==> src/rtl/ifft_r2_butterfly_stage.sv <==
// rtl/ifft_r2_butterfly_stage.sv - one radix-2 DIF butterfly stage of the 32-point IFFT
// x = sat(a+b), y = (a-b)*W^-n, two-register valid/ready pipeline with a pair counter.
module ifft_r2_butterfly_stage #(
    parameter int STAGE = 0,
    parameter int DW    = 15,
    parameter int TW    = 12
) (
    input  logic          clk,
    input  logic          rst_n,
    input  logic          in_valid,
    output logic          in_ready,
    input  logic          in_first,
    input  logic [DW-1:0] a_re,
    input  logic [DW-1:0] a_im,
    input  logic [DW-1:0] b_re,
    input  logic [DW-1:0] b_im,
    output logic          out_valid,
    input  logic          out_ready,
    output logic          out_last,
    output logic [DW-1:0] x_re,
    output logic [DW-1:0] x_im,
    output logic [DW-1:0] y_re,
    output logic [DW-1:0] y_im
);

    localparam logic [3:0] N_MASK = 4'((16 >> STAGE) - 1);

    function automatic logic [DW-1:0] sat(input logic [DW:0] v);
        if (v[DW] != v[DW-1])
            sat = v[DW] ? {1'b1, {(DW-1){1'b0}}} : {1'b0, {(DW-1){1'b1}}};
        else
            sat = v[DW-1:0];
    endfunction

    function automatic logic [DW:0] sext(input logic [DW-1:0] v);
        sext = {v[DW-1], v};
    endfunction

    logic          adv;
    logic          take;
    logic [3:0]    k;
    logic [3:0]    k_used;
    logic [3:0]    n;
    int            cos_i;
    int            sin_i;

    // stage-1 registers
    logic          v1;
    logic          last1;
    logic [DW-1:0] s_re, s_im;
    logic signed [DW-1:0] d_re, d_im;
    logic signed [TW-1:0] c1, s1;

    // stage-2 combinational math
    logic signed [DW+TW-1:0] p_rc, p_is, p_rs, p_ic;
    logic [DW-1:0] t_rc, t_is, t_rs, t_ic;

    assign adv      = ~out_valid | out_ready;
    assign in_ready = adv;
    assign take     = in_valid & adv;
    assign k_used   = in_first ? 4'd0 : k;
    assign n        = (k_used & N_MASK) << STAGE;

    // W^-n for the inverse transform: (cos, +sin) of 2*pi*n/32, S1.10
    always_comb begin
        cos_i = 1024;
        sin_i = 0;
        case (n)
            4'd0:  begin cos_i =  1024; sin_i =    0; end
            4'd1:  begin cos_i =  1004; sin_i =  200; end
            4'd2:  begin cos_i =   946; sin_i =  392; end
            4'd3:  begin cos_i =   851; sin_i =  569; end
            4'd4:  begin cos_i =   724; sin_i =  724; end
            4'd5:  begin cos_i =   569; sin_i =  851; end
            4'd6:  begin cos_i =   392; sin_i =  946; end
            4'd7:  begin cos_i =   200; sin_i = 1004; end
            4'd8:  begin cos_i =     0; sin_i = 1024; end
            4'd9:  begin cos_i =  -200; sin_i = 1004; end
            4'd10: begin cos_i =  -392; sin_i =  946; end
            4'd11: begin cos_i =  -569; sin_i =  851; end
            4'd12: begin cos_i =  -724; sin_i =  724; end
            4'd13: begin cos_i =  -851; sin_i =  569; end
            4'd14: begin cos_i =  -946; sin_i =  392; end
            4'd15: begin cos_i = -1004; sin_i =  200; end
            default: begin cos_i = 1024; sin_i = 0; end
        endcase
    end

    always_ff @(posedge clk or negedge rst_n) begin
        if (!rst_n)
            k <= 4'd0;
        else if (take)
            k <= k_used + 4'd1;
    end

    always_ff @(posedge clk or negedge rst_n) begin
        if (!rst_n) begin
            v1    <= 1'b0;
            last1 <= 1'b0;
            s_re  <= '0;
            s_im  <= '0;
            d_re  <= '0;
            d_im  <= '0;
            c1    <= '0;
            s1    <= '0;
        end else if (adv) begin
            v1    <= in_valid;
            last1 <= (k_used == 4'd15);
            s_re  <= sat(sext(a_re) + sext(b_re));
            s_im  <= sat(sext(a_im) + sext(b_im));
            d_re  <= sat(sext(a_re) - sext(b_re));
            d_im  <= sat(sext(a_im) - sext(b_im));
            c1    <= TW'(cos_i);
            s1    <= TW'(sin_i);
        end
    end

    // products are floored back to S5.9 by an arithmetic shift over the twiddle fraction
    assign p_rc = d_re * c1;
    assign p_is = d_im * s1;
    assign p_rs = d_re * s1;
    assign p_ic = d_im * c1;
    assign t_rc = DW'(p_rc >>> (TW - 2));
    assign t_is = DW'(p_is >>> (TW - 2));
    assign t_rs = DW'(p_rs >>> (TW - 2));
    assign t_ic = DW'(p_ic >>> (TW - 2));

    always_ff @(posedge clk or negedge rst_n) begin
        if (!rst_n) begin
            out_valid <= 1'b0;
            out_last  <= 1'b0;
            x_re      <= '0;
            x_im      <= '0;
            y_re      <= '0;
            y_im      <= '0;
        end else if (adv) begin
            out_valid <= v1;
            out_last  <= last1;
            x_re      <= s_re;
            x_im      <= s_im;
            y_re      <= sat(sext(t_rc) - sext(t_is));
            y_im      <= sat(sext(t_rs) + sext(t_ic));
        end
    end

endmodule

==> config.mk <==
export PLATFORM = sky130hd
export DESIGN_NAME = ifft_r2_butterfly_stage
export DESIGN_NICKNAME = d
export VERILOG_FILES = /design/src/rtl/ifft_r2_butterfly_stage.sv
export SDC_FILE = /design/constraint.sdc
export NUM_CORES = 2
export LEC_CHECK = 0
export BUFFER_PORTS_ARGS = -buffer_cell sky130_fd_sc_hd__buf_2
export CORE_ASPECT_RATIO = 1.4
export CORE_MARGIN = 3
export CORE_UTILIZATION = 55
export CTS_BUF_LIST = sky130_fd_sc_hd__clkbuf_8
export CTS_CLUSTER_DIAMETER = 100
export CTS_CLUSTER_SIZE = 40
export DETAILED_ROUTE_END_ITERATION = 6
export HOLD_SLACK_MARGIN = 0.12
export PLACE_DENSITY_LB_ADDON = 0.1
export SLEW_MARGIN = 20
export SYNTH_ARGS = -nofsm -noshare
export SYNTH_HDL_FRONTEND = slang
export SYNTH_SLANG_ARGS = --single-unit
==> constraint.sdc <==
create_clock -name clk -period 7.1 [get_ports clk]
set_input_delay 1.42 -clock clk [delete_from_list [all_inputs] [get_ports clk]]
set_output_delay 1.42 -clock clk [all_outputs]
set_load 0.02 [all_outputs]
==> out/summary.txt <==
Residual DRC count - 0
Worst Hold Launch - v1$_DFFE_PN0N_
Max-Cap Viols - 0
RD Place Congestion - 0.9001
CP arrival - 7.44 ns
Synthesis warning total - 0
Total GRT Usage - 0.2874
Worst EP required - 7.52 ns
Hold Buf Count CTS - 0
Outcome - completed
Cell area after synthesis - 33440 µm²
Final worst path period share - 0.9885
Largest net degree at the start of global routing - 81
TritonCTS Sinks - 150
#FFs+latches synth - 150
Layout filler cell count - 5263
Post-synthesis async set-or-reset flop share - 1.000
Clk_skew - 0.02809 ns
Slowest CP cell - fa_1
Die width - 214.4 µm
Post-Synthesis Cells - 3870
Register area share after synthesis - 0.1123
WL/cell - 18.08 µm
Total Neg Setup Slack - 0 ns
Number of synthesized flops with an enable pin - 0
Fin. Hold Viols - 0
CP max FO - 15
IO Port Bufs - 127
CTS tree - yes
Clock Path Buffers - 2
Yosys cell types - 88
Vias per Instance - 5.306
Syn Nets - 4843
R2R Path End - y_re[0]$_DFFE_PN0N_
Post-Route WL - 90140 µm
FF-to-FF path depth - 28
Area added between synthesis and finish - 15.28%
Core area - 59950 µm²
FF-to-FF Start - s1[3]$_DFFE_PN0N_
Tmin final - 7.018 ns
Worst relative slew slack - 0.3765
Syn_area_per_cell - 8.640 µm²
First-pass GRT wire length - 145100 µm
CTS H-tree lvls - 4
DRT iter0 DRCs - 1535
Worst skew pair latency - 0.54 ns
Vias after detailed routing - 26460
Total grt overflow - 0
Most frequent CP cell - fa_1
CTS buffer count - 17
# setup viols final - 0
Hold depth - 1
Maximum clock rate - 0.1425 GHz
CTS clk-pin slew, worst paths - 0.10 ns
DP HPWL - 72750 µm
Main flop type after synthesis - dfrtp_1
Initial antenna violation count - 1
Final ANT Viol Nets - 0
Post-Route Utilization - 0.6430
Hold Worst Slack - 0.4660 ns
Worst-Margin Slew - 0.9352 ns
Critical Path Sink Type - flop
CP Launch Type - flop
Vias in the first global route - 27780
Hold Crit Endpoint - out_valid$_DFFE_PN0N_
Initial Util - 0.5578
Nets@finish - 5135
Setup CP Type - reg -> reg
Cell Rows - 106
Fin. max-slew vios - 0
Layout cells sized above 1 - 0.1641
Detailed Routing Iterations Pass 1 - 5
RSZ-0062 raised after global routing - true
Die area - 63830 µm²
Commonest non-fill, non-tap cell in the layout - inv_1
Chip height - 297.7 µm
Root Driver - clkbuf_8
Commonest cells after routing, fill and taps aside - inv_1, nand2_1, fa_1
Min-Delay Path Class - reg -> reg
Boundary pin count - 128
Register-to-register setup slack - 0.08 ns
Delay of the slowest critical-path stage - 0.58 ns
[sequential cells by signal (all words and copies together), names as in the netlist]
name / flops
c1: 10
cos_i: 1
d_im: 15
d_re: 15
k: 4
last1: 1
out_last: 1
out_valid: 1
s1: 11
s_im: 15
s_re: 15
v1: 1
x_im: 15
x_re: 15
y_im: 15
y_re: 15
[metal layers]
metal	up-vias	track usage	share of wire	routed length (µm)
met5	-	0	0	0
met4	0	0.1371	0.057	5182
met3	187	0.03703	0.056	5033
met2	758	0.4890	0.49	44180
met1	13160	0.3652	0.40	35740
li1	12360	-	-	-
[cell usage after synthesis (all sizes together) (6+ instances only)]
| cell | n | area, µm² |
|---|---|---|
| o21ai | 109 | 549.3 |
| clkbuf | 165 | 619.3 |
| o41ai | 6 | 67.56 |
| a21o | 21 | 157.7 |
| nand2b | 41 | 256.5 |
| nand2 | 644 | 2425 |
| or3 | 12 | 75.07 |
| a31oi | 16 | 112.6 |
| a22o | 11 | 96.34 |
| inv | 788 | 2958 |
| o31ai | 10 | 80.07 |
| xnor2 | 113 | 989.7 |
| xor2 | 40 | 350.3 |
| nor2 | 186 | 720.7 |
| and2 | 206 | 1291 |
| o21a | 36 | 270.3 |
| fa | 604 | 12090 |
| o22a | 13 | 113.9 |
| o211ai | 19 | 152.6 |
| o2111ai | 9 | 85.08 |
| a22oi | 14 | 105.1 |
| a21oi | 113 | 573.1 |
| nand3 | 21 | 105.1 |
| maj3 | 7 | 70.07 |
| ha | 304 | 3804 |
| o31a | 10 | 87.58 |
| nor2b | 26 | 162.7 |
| buf | 26 | 147.6 |
| and3 | 9 | 56.30 |
| dfrtp | 150 | 3754 |
| a211oi | 15 | 155.2 |
| nor3 | 44 | 220.2 |
[timing repair]
action	CTS	global route
gates cloned	0	2
setup buffers	13	26
resized for setup	44	164
setup endpoints to repair	28	30
pin swaps	36	90
hold endpoints to repair	0	0
[worst max path at each step]
stage	startpoint	endpoint	depth (start not counted)
6_report	s1[3]$_DFFE_PN0N_	y_re[0]$_DFFE_PN0N_	28
5_1_grt	c1[1]$_DFFE_PN0N_	y_im[2]$_DFFE_PN0N_	35
4_1_cts	d_re[4]$_DFFE_PN0N_	y_im[2]$_DFFE_PN0N_	32
3_5_place_dp	c1[1]$_DFFE_PN0N_	y_re[9]$_DFFE_PN0N_	29
3_3_place_gp	c1[1]$_DFFE_PN0N_	y_re[0]$_DFFE_PN0N_	29
2_1_floorplan	cos_i[31]$_DFFE_PN0N_	y_re[2]$_DFFE_PN0N_	28
[worst max-delay path: cells and delay by family (launching register included)]
| family | cells | cell delay, ns |
|---|---|---|
| adders and majority gates | 7 | 3.06 |
| DFF | 1 | 0.45 |
| and+or+nand+nor | 7 | 0.95 |
| buffers and inverters | 4 | 0.32 |
| AOI/OAI and AO/OA | 9 | 1.86 |
| xor gates and xnor gates | 1 | 0.25 |
[cells by family (layout without fill, tap and decap cells)]
kind of cell	Yosys count	after routing	synth area share
and+or+nand+nor	1216	1216	0.1650
muxes	10	10	0.003517
xor gates and xnor gates	153	153	0.04008
adders and majority gates	915	915	0.4775
other	0	1	0
DFF	150	150	0.1123
buffers and inverters	981	1286	0.1116
AOI/OAI and AO/OA	445	445	0.09003
[metrics by stage]
step           cells  area (µm²)  setup WS, ns
3_3_place_gp    4915       36890      -0.06406
4_1_cts         4958       37620      0.002169
5_1_grt         4986       38540       -0.2128
6_report        4986       38540       0.08197
3_5_place_dp    4915       36890       -0.2148
2_1_floorplan   3870       33440       0.06467
[layout make-up]
class	count	area (µm²)	area share
Multi-Input combinational cell	2739	26730	0.6935
Sequential cell	150	3772	0.09787
Timing Repair Buffer	464	3642	0.09449
Inverter	790	2970	0.07706
Tap cell	810	1013	0.02629
Clock buffer	17	234.0	0.006070
Clock inverter	15	178.9	0.004642
Antenna cell	1	2.502	0.00006492
Power is left out: the tool's default activity adds up to more than one toggle a clock period on the data nets, which glitch-free logic cannot reach.
